$ cat src/rtl/asmd_run_sequencer.sv
// Initiator for the ASMD start/A/E/F handshake: issues a batch of runs,
// waits for each F rise with a timeout and tallies matching A/E results.
module asmd_run_sequencer #(
  parameter int          RUNW    = 8,
  parameter int          TIMEOUT = 63,
  parameter logic [3:0]  EXP_A   = 4'd13,
  parameter logic        EXP_E   = 1'b1
) (
  input  logic            clk,
  input  logic            rstAL,
  input  logic            req,
  input  logic [RUNW-1:0] numRuns,
  input  logic            abort,
  output logic            start,
  input  logic [3:0]      A_in,
  input  logic            E_in,
  input  logic            F_in,
  output logic            busy,
  output logic            done,
  output logic [RUNW-1:0] runCount,
  output logic [RUNW-1:0] passCount,
  output logic [3:0]      lastA,
  output logic            lastE,
  output logic            errTimeout,
  output logic            errAbort
);

  localparam int CW = (TIMEOUT > 1) ? $clog2(TIMEOUT + 1) : 1;

  typedef enum logic [1:0] {
    IDLE,
    ISSUE,
    WAIT,
    CHECK
  } state_t;

  state_t          state;
  state_t          stateNxt;
  logic            fPrev;
  logic            riseF;
  logic [CW-1:0]   waitCnt;
  logic [RUNW-1:0] remaining;

  logic startNxt;
  logic doneNxt;
  logic accept;
  logic capture;
  logic doCheck;
  logic toHit;
  logic abTake;
  logic wInc;
  logic wClr;
  logic match;

  assign riseF = F_in & ~fPrev;
  assign match = (lastA == EXP_A) && (lastE == EXP_E);

  always_comb begin
    stateNxt = state;
    startNxt = 1'b0;
    doneNxt  = 1'b0;
    accept   = 1'b0;
    capture  = 1'b0;
    doCheck  = 1'b0;
    toHit    = 1'b0;
    abTake   = 1'b0;
    wInc     = 1'b0;
    wClr     = 1'b0;
    if (abort && state != IDLE) begin
      stateNxt = IDLE;
      doneNxt  = 1'b1;
      abTake   = 1'b1;
    end else begin
      unique case (state)
        IDLE: begin
          if (req) begin
            accept = 1'b1;
            if (numRuns == '0) begin
              doneNxt = 1'b1;
            end else begin
              stateNxt = ISSUE;
              startNxt = 1'b1;
            end
          end
        end
        ISSUE: begin
          wClr     = 1'b1;
          stateNxt = WAIT;
        end
        WAIT: begin
          if (riseF) begin
            capture  = 1'b1;
            stateNxt = CHECK;
          end else if (waitCnt == CW'(TIMEOUT)) begin
            toHit    = 1'b1;
            doneNxt  = 1'b1;
            stateNxt = IDLE;
          end else begin
            wInc = 1'b1;
          end
        end
        CHECK: begin
          doCheck = 1'b1;
          if (remaining <= RUNW'(1)) begin
            doneNxt  = 1'b1;
            stateNxt = IDLE;
          end else begin
            startNxt = 1'b1;
            stateNxt = ISSUE;
          end
        end
        default: stateNxt = IDLE;
      endcase
    end
  end

  always_ff @(posedge clk or negedge rstAL) begin
    if (!rstAL) begin
      state      <= IDLE;
      fPrev      <= 1'b0;
      start      <= 1'b0;
      busy       <= 1'b0;
      done       <= 1'b0;
      waitCnt    <= '0;
      remaining  <= '0;
      runCount   <= '0;
      passCount  <= '0;
      lastA      <= '0;
      lastE      <= 1'b0;
      errTimeout <= 1'b0;
      errAbort   <= 1'b0;
    end else begin
      state <= stateNxt;
      fPrev <= F_in;
      start <= startNxt;
      busy  <= (stateNxt != IDLE);
      done  <= doneNxt;
      if (wClr) waitCnt <= '0;
      else if (wInc) waitCnt <= waitCnt + CW'(1);
      if (accept) begin
        remaining  <= numRuns;
        runCount   <= '0;
        passCount  <= '0;
        errTimeout <= 1'b0;
        errAbort   <= 1'b0;
      end
      if (capture) begin
        lastA <= A_in;
        lastE <= E_in;
      end
      // counters saturate rather than wrap
      if (doCheck) begin
        remaining <= remaining - RUNW'(1);
        if (runCount != '1) runCount <= runCount + RUNW'(1);
        if (match && passCount != '1)
          passCount <= passCount + RUNW'(1);
      end
      if (toHit) errTimeout <= 1'b1;
      if (abTake) errAbort <= 1'b1;
    end
  end

endmodule

$ cat config.mk
export PLATFORM = sky130hd
export DESIGN_NAME = asmd_run_sequencer
export DESIGN_NICKNAME = d
export VERILOG_FILES = /design/src/rtl/asmd_run_sequencer.sv
export SDC_FILE = /design/constraint.sdc
export NUM_CORES = 1
export LEC_CHECK = 0
export BUFFER_PORTS_ARGS = -buffer_cell sky130_fd_sc_hd__buf_2
export CORE_ASPECT_RATIO = 1.1
export CORE_MARGIN = 4
export CORE_UTILIZATION = 50
export DETAILED_ROUTE_END_ITERATION = 8
export PLACE_DENSITY = 0.82
export SLEW_MARGIN = 15
export SYNTH_ARGS = -nofsm -noshare
export SYNTH_HDL_FRONTEND = slang
export SYNTH_SLANG_ARGS = --single-unit
$ cat constraint.sdc
create_clock -name clk -period 2 [get_ports clk]
set_clock_uncertainty 0.1 [all_clocks]
set_input_delay 0.2 -clock clk [delete_from_list [all_inputs] [get_ports clk]]
set_output_delay 0.2 -clock clk [all_outputs]
set_load 0.005 [all_outputs]
Word-level counts from Yosys, hierarchy flattened:

Index checks and enable logic that the tools add are counted.
Widths: inputs -> output; s select.

* register bits: 43
* output and inout bits: 26

* multiplexer cells: 49
* equality and inequality tests: 7
* reductions and logical operators: 11
* $lt $le $gt $ge: 1
* add/subtract/negate cells: 4
* bitwise logic cells: 2

Operators by type and width (count)
* $mux 8: 8
* $mux 1: 31
* $add 8x1->8 const B: 2
* $ne 8x8->1 const B: 2
* $mux 6: 2
* $reduce_bool 2->1: 6
* $mux 2: 5
* $le 8x1->1 const B: 1
* $logic_not 8->1: 1
* $pmux 2 s4: 1
* $sub 8x1->8 const B: 1
* $add 6x1->6 const B: 1
* $eq 6x6->1 const B: 1
* $eq 2x2->1 const B: 2
* $eq 4x4->1 const B: 1
* $logic_and 1x1->1: 3
* $pmux 1 s3: 1
* $eq 2x1->1 const B: 1
* $logic_not 2->1: 1
* $pmux 1 s2: 1
* $and 1x1->1: 1
* $not 1->1: 1

Longest topological paths before layout:

Gate-level depths: netlist of run 1.

* depth in word-level cells: 7
* mapped depth: 9
* depth with buffers taken out: 6

Least setup slack after synthesis of run 1:

No wires, ideal clock.

* path kind: reg2reg
* start: register state[0]
* end: register passCount[7]
* arrival time: 1.996 ns
* setup time: 0.092 ns
* buffers on the path: 2
* path slack: -0.188 ns
* cell stages (with the launch flop): 9
* cells stage by stage: dfrtp_1 -> inv_1 -> ha_1 -> buf_6 -> nor2b_2 -> buf_6 -> or4_4 -> or4_1 -> o221ai_1

* cells in the longest elaborated chain, start to end: 6

Ends and longest elaborated chain
* start, declared: line 37 `state_t state;`
* start signal, assigned: line 133 `state <= stateNxt;`
* $logic_not 2->1 / $reduce_bool 2->1 (equally long branches): line 74, 69
* $mux 1 / $logic_and 1x1->1 (equally long branches): line 74, 69
* $mux 1: line 69 `if (abort && state != IDLE) begin`
* $mux 8: line 140 `if (accept) begin`
* $mux 8: line 155 `if (match && passCount != '1)`
* $mux 8 *: line 152 `if (doCheck) begin`
* end signal, assigned: line 156 `passCount <= passCount + RUNW'(1);`
* end, declared: line 21 `output logic [RUNW-1:0] passCount,`

Every way passes the cells marked *; elsewhere a longest branch is shown, timed or not.
A chain may end at the register's enable or synchronous reset.

Worst setup path after layout of run 1:

Same ends and word-level chain as after synthesis.

==> flow_metrics.tcl, run 1 <==
set metrics [dict create \
    area_growth_pct 23.2 \
    power_frac_comb_pct 36.3 \
    synth_top_family_by_area "simple AND/OR/NAND/NOR gates" \
    synth_top_area_cell "dfrtp_1" \
    reg2reg_depth 5 \
    yosys.area_share.simple_pct 22.0 \
    slew_headroom_pct 47.2 \
    hold_viol_final 0 \
    synthTopCellsByArea "dfrtp_1, ha_1, nand3_1, nand2_1, a21oi_1" \
    antenna_found_initial 0 \
    diodes 0 \
    nets 355 \
    fin_crit_sh_pct 99.2 \
    p_per_area_mw_per_mm2 1070 \
    gr-total-overflow 0 \
    hold_depth 2 \
    grt_max_degree 36 \
    tritoncts "done" \
    die_area_mm2 0.00611 \
    htree_levels 2 \
    cts_inserted_buffers 5 \
    firstDrtPassIters 4 \
    syn_avg_cell_area_um2 9.19 \
    synth_top_area_share_pct 43.7 \
    synth.most_common_cell "dfrtp_1" \
    post_dp_cell_area_mm2 0.00284 \
    p_sw_share_pct 35.8 \
    cp_max_fo 5 \
    dr.first_iter.drc_count 169 \
    reg2reg_slack_ps 20 \
    wire_per_inst_um 15.9 \
    critPathArrivalTime_ps 2100 \
    drv_slew 0 \
    p_clk_share_pct 24.8 \
    cts_buffer_depth 2 \
    required_ps 2120 \
    p_int_uw 2090 \
    path_cells "ha_2 > inv_2 > or4_4 > or4_4 > o221ai_2" \
    finalWorstPathRequiredPeriod_ps 1980 \
    synth-xor-area-share_pct 0.356 \
    start_kind "flop" \
    drcViolationCount 0 \
    clock_latency_ps 300 \
    post_synth_inst_count 268 \
    grt_pass1_wl_um 10300 \
    rsz0062_at_grt "yes" \
    synth_fa_ha_area_share_pct 5.08 \
    cp-end-kind "flop" \
    die_y_um 81.6 \
    drive_gt1_share_pct 29.6 \
    worst_pin_slew_ps 793 \
    ys.flop_type "dfrtp_1" \
    critPathMaxStageDelay_ps 560 \
    path_class "flop to flop" \
    synth_area_mm2 0.00246 \
    yosys_warnings 0 \
    seqPwrFrac_pct 39.0 \
    design_area_mm2 0.00303 \
    grt_pass1_vias 2288 \
    status "completed" \
    fillers 390 \
    ys_seq_elements 43 \
    clock-root-buffer "clkbuf_8" \
    route.vias.total 2322 \
    startpoint "state[0]$_DFF_PN0_" \
    ant_nets 0 \
    die_x_um 74.9 \
    io_pins 44 \
    syn_nets 296 \
    cts.clk_slew.worst_paths_ps 80 \
    finish.utilization_pct 64.3 \
    ir_drop_mv 0.571 \
    muxShareOfSynthArea_pct 3.10 \
    power_leakage_uw 0.00137 \
    min-delay-path-class "input pin to flop" \
    maxCapViolations 0 \
    r2r-start "state[0]$_DFF_PN0_" \
    routabilityCongestion 0.857 \
    synth_edf_count 0 \
    wl_um 6100 \
    synth_compound_area_share_pct 21.0 \
    setup_viol 0 \
    numClockSinks 43 \
    routed_via_density 6.05 \
    start_util_pct 52.2 \
    switchingPower_uw 1170 \
    ys_seq_area_share_pct 43.7 \
    synth.distinct_cells 52 \
    port_buffers 43 \
    r2r-end "passCount[7]$_DFF_PN0_" \
    tns_ps 0 \
    ys_async_sr_fraction_pct 100 \
    crit_slowest_cell "or4_4" \
    synth_common_cells "dfrtp_1, nand3_1, nand2_1" \
    min_from "A_in[0]" \
    holdWs_ps 32.3 \
    hpwl_um 4430 \
    grt_usage_pct 21.8 \
    crit_top_cell "or4_4" \
    rows 26 \
    core_area_mm2 0.00472 \
    whs_endpoint "lastA[0]$_DFFE_PN0P_" \
    timing.fmax_ghz 0.504 \
]
==> critical path, delay by kind of cell, from the launching register on <==
family,cells,cell delay (ps)
AOI/OAI and AO/OA,1,70
adders and majority gates,1,210
buffers and inverters,1,40
DFF,1,420
and+or+nand+nor,2,1060
==> area by class of cell <==
cell class	instances	area [um2]	area share, %
Multi-Input combinational cell	198	1330	43.8
Clock inverter	3	67.6	2.23
Timing Repair Buffer	61	355	11.7
Inverter	18	67.6	2.23
Clock buffer	5	68.8	2.27
Tap cell	56	70.1	2.31
Sequential cell	43	1080	35.5
==> cells by family (layout without fill, tap and decap cells) <==
kind of cell | count (synthesis) | after routing
flops | 43 | 43
simple gates | 106 | 106
mux | 7 | 7
compound gates | 74 | 74
buf+inv | 27 | 87
fa+ha+maj | 10 | 10
xor+xnor | 1 | 1
==> power groups by stage <==
stage | registers [uW] | logic, uW | clock network, uW
finish | 1270 | 1180 | 807
global route | 1300 | 1330 | 858
CTS | 1260 | 1160 | 815
detailed placement | 1280 | 1140 | 0
global placement | 1270 | 1100 | 0
floorplan | 1250 | 769 | 0
==> cells in the final DEF (no fill, tap or decap), types with 3 or more instances in the layout <==
master    instances
buf_2            43
buf_4            16
o21ai_0          14
nor3_1            7
o211ai_1          3
mux2_2            5
a41oi_1           3
nor4_1            3
inv_2             3
nand3_1          23
clkbuf_8          5
inv_1            15
dfrtp_1          43
o221ai_1          3
nand4_1           6
a31o_2            3
a211oi_1          3
ha_1              8
a31oi_1           3
nand3b_1          3
nand2b_1          3
a21oi_1          14
nand2_1          21
nor2_1           19
and3_1            4
o21a_1            3
o22ai_1           5
and2_1            4
==> flip-flops by register name, summed over array words and instances (netlist names) <==
signal      flops
fPrev           1
start           1
errTimeout      1
lastA           4
state           2
passCount       8
busy            1
remaining       8
lastE           1
done            1
errAbort        1
runCount        8
waitCnt         6
==> what timing repair did <==
action,in CTS,in global routing
endpoints found under the setup margin,1,5
gates resized for setup,1,6
gates cloned,0,0
endpoints found under the hold margin,34,0
buffers inserted,0,1
hold buffers,2,0
==> worst max-delay path by stage <==
stage	end	slack, ps	cells after the start
finish	passCount[7]$_DFF_PN0_	20	5
global route	passCount[7]$_DFF_PN0_	-30	5
CTS	passCount[7]$_DFF_PN0_	50	5
detailed placement	lastA[2]$_DFFE_PN0P_	20	5
global placement	passCount[7]$_DFF_PN0_	90	5
floorplan	passCount[7]$_DFF_PN0_	-60	8
==> per-layer routing <==
layer	share of wire, %	vias up	track usage, %
li1	-	1117	-
met5	0	-	0
met3	5.3	11	4.04
met1	43	1128	27.4
met4	1.8	0	8.01
met2	50	66	37.1
==> metrics by stage <==
step,total power [uW],cells,worst slack [ps]
after floorplan,2020,268,-57.7
after global placement,2370,373,91.1
after detailed placement,2420,373,16.6
after CTS,3230,383,45.9
after global routing,3480,384,-33.2
final,3260,384,16.7
No activity file was read; power rests on OpenSTA's default activity.
==> run 2, diff against run 1 <==
--- a/config.mk
+++ b/config.mk
@@ -10,7 +10,8 @@
 export CORE_MARGIN = 4
 export CORE_UTILIZATION = 50
 export DETAILED_ROUTE_END_ITERATION = 8
-export PLACE_DENSITY = 0.82
+export MAX_ROUTING_LAYER = met4
+export PLACE_DENSITY = 0.79
 export SLEW_MARGIN = 15
 export SYNTH_ARGS = -nofsm -noshare
 export SYNTH_HDL_FRONTEND = slang
==> constraint.sdc (replaced) <==
create_clock -name clk -period 1.85 [get_ports clk]
set_clock_uncertainty 0.1 [all_clocks]
set_input_delay 0.185 -clock clk [delete_from_list [all_inputs] [get_ports clk]]
set_output_delay 0.185 -clock clk [all_outputs]
set_load 0.005 [all_outputs]
==> flow_metrics.tcl, run 2 (same netlist as run 1, synthesis figures left out) <==
set metrics [dict create \
    status "finished with violations" \
    violations "setup timing" \
    rows 26 \
    die_x_um 74.9 \
    firstDrtPassIters 6 \
    p_int_uw 2420 \
    p_clk_share_pct 23.0 \
    numClockSinks 43 \
    setup_ws_ps -125 \
    die_area_mm2 0.00611 \
    finalPower_uw 3820 \
    io_pins 44 \
    ir_drop_mv 0.648 \
    drv_slew 0 \
    critPathArrivalTime_ps 2040 \
    tritoncts "done" \
    reg2reg_slack_ps -120 \
    post_dp_cell_area_mm2 0.00295 \
    routed_via_density 6.14 \
    hold_depth 2 \
    seqPwrFrac_pct 36.2 \
    die_y_um 81.6 \
    p_sw_share_pct 36.6 \
    gr-total-overflow 0 \
    grt_pass1_vias 2266 \
    min_from "A_in[0]" \
    finish.utilization_pct 68.4 \
    drcViolationCount 0 \
    reg2reg_depth 5 \
    cts_buffer_depth 2 \
    start_util_pct 52.2 \
    wl_um 6490 \
    nets 368 \
    route.vias.total 2439 \
    cts_inserted_buffers 5 \
    routabilityCongestion 0.876 \
    multi_input_area_mm2 0.00141 \
    switchingPower_uw 1400 \
    maxCapViolations 0 \
    register_area_mm2 0.00108 \
    cp_max_fo 7 \
    p_per_area_mw_per_mm2 1190 \
    place_ws_ps -113 \
    area_growth_pct 30.9 \
    start_kind "flop" \
    cts.clk_slew.worst_paths_ps 90 \
    grt_max_degree 23 \
    diodes 0 \
    timing.fmax_ghz 0.506 \
    design_area_mm2 0.00322 \
    finalWorstPathRequiredPeriod_ps 1970 \
    port_buffers 43 \
    ant_nets 0 \
    wire_per_inst_um 16.4 \
    setup_viol 7 \
    drive_gt1_share_pct 33.7 \
    power_leakage_uw 0.00147 \
    hold_viol_final 0 \
    r2r-start "state[1]$_DFF_PN0_" \
    r2r-end "passCount[6]$_DFF_PN0_" \
    htree_levels 2 \
    grt_usage_pct 21.8 \
    rsz0062_at_grt "yes" \
    clock_latency_ps 310 \
    core_area_mm2 0.00472 \
    reg.largest.list "passCount: 8 flops, remaining: 8 flops, runCount: 8 flops" \
    grt_pass1_wl_um 10100 \
    cp-end-kind "flop" \
    dr.first_iter.drc_count 157 \
    slew_headroom_pct 63.7 \
    min-delay-path-class "input pin to flop" \
    final_cell_mix "dfrtp_1, buf_2, buf_4" \
    path_class "flop to flop" \
    fillers 362 \
    fin_crit_sh_pct 107 \
    power_frac_comb_pct 40.8 \
    hpwl_um 4440 \
    worst_pin_slew_ps 540 \
    required_ps 1920 \
    whs_endpoint "lastA[0]$_DFFE_PN0P_" \
    antenna_found_initial 0 \
    clock-root-buffer "clkbuf_8" \
]
run 2: cell types whose count changed in the layout (fill, tap and decap cells not counted), sizes merged:
cell | before | now
clkbuf | 5 | 6
buf | 59 | 72
clkinvlp | 1 | 0
run 2: layer usage:
layer  GRT usage (%)  vias to the layer above  wire, um
met1            27.7                     1156      2640
li1                -                     1150         -
met4            7.83                        0       169
met3            4.04                       22       489
met5               -                        -         0
met2            34.7                      111      3200
run 2: cell type report:
type                    instances  area share [%]
multi-input cells             198            43.7
flip-flops and latches         43            33.4
repair buffers                 74            14.6
clock buffers                   6            2.25
well taps                      56            2.17
inverters                      18            2.10
clock inverters                 2            1.86
run 2: worst max path at each step:
stage                                   to  cells after the start                from
finish              passCount[6]$_DFF_PN0_                      5  state[1]$_DFF_PN0_
global route        passCount[7]$_DFF_PN0_                      5  state[1]$_DFF_PN0_
CTS                 passCount[7]$_DFF_PN0_                      5  state[1]$_DFF_PN0_
detailed placement  passCount[7]$_DFF_PN0_                      5  state[0]$_DFF_PN0_
global placement    passCount[7]$_DFF_PN0_                      5  state[0]$_DFF_PN0_
floorplan           passCount[7]$_DFF_PN0_                      8  state[1]$_DFF_PN0_
run 2: timing repair:
item	4_1_cts	5_1_grt
gates resized for setup	2	17
pin swaps	1	3
setup buffers	1	1
endpoints found under the hold margin	22	0
hold buffers	2	0
endpoints found under the setup margin	8	25
run 2: power by group through the flow:
stage | Combinational (uW) | Sequential (uW) | Clock, uW
5_1_grt | 1720 | 1420 | 911
3_5_place_dp | 1370 | 1360 | 0
6_report | 1560 | 1380 | 879
2_1_floorplan | 847 | 1350 | 0
3_3_place_gp | 1340 | 1340 | 0
4_1_cts | 1410 | 1350 | 888
run 2: worst max-delay path, stage by stage, from the launching register on:
cell and delay [ps]:
dfrtp_1 400, ha_2 210, inv_2 40, or4_4 560
o21ai_2 340, o221ai_1 180
run 2: through the flow:
step                      hold slack, ps  TNS, ps  instances
after floorplan                     -211     -637        268
after global placement              89.2     -123        385
after detailed placement            86.7     -364        385
after CTS                           2.20     -265        396
after global routing                7.39    -1050        397
final                               1.22     -574        397
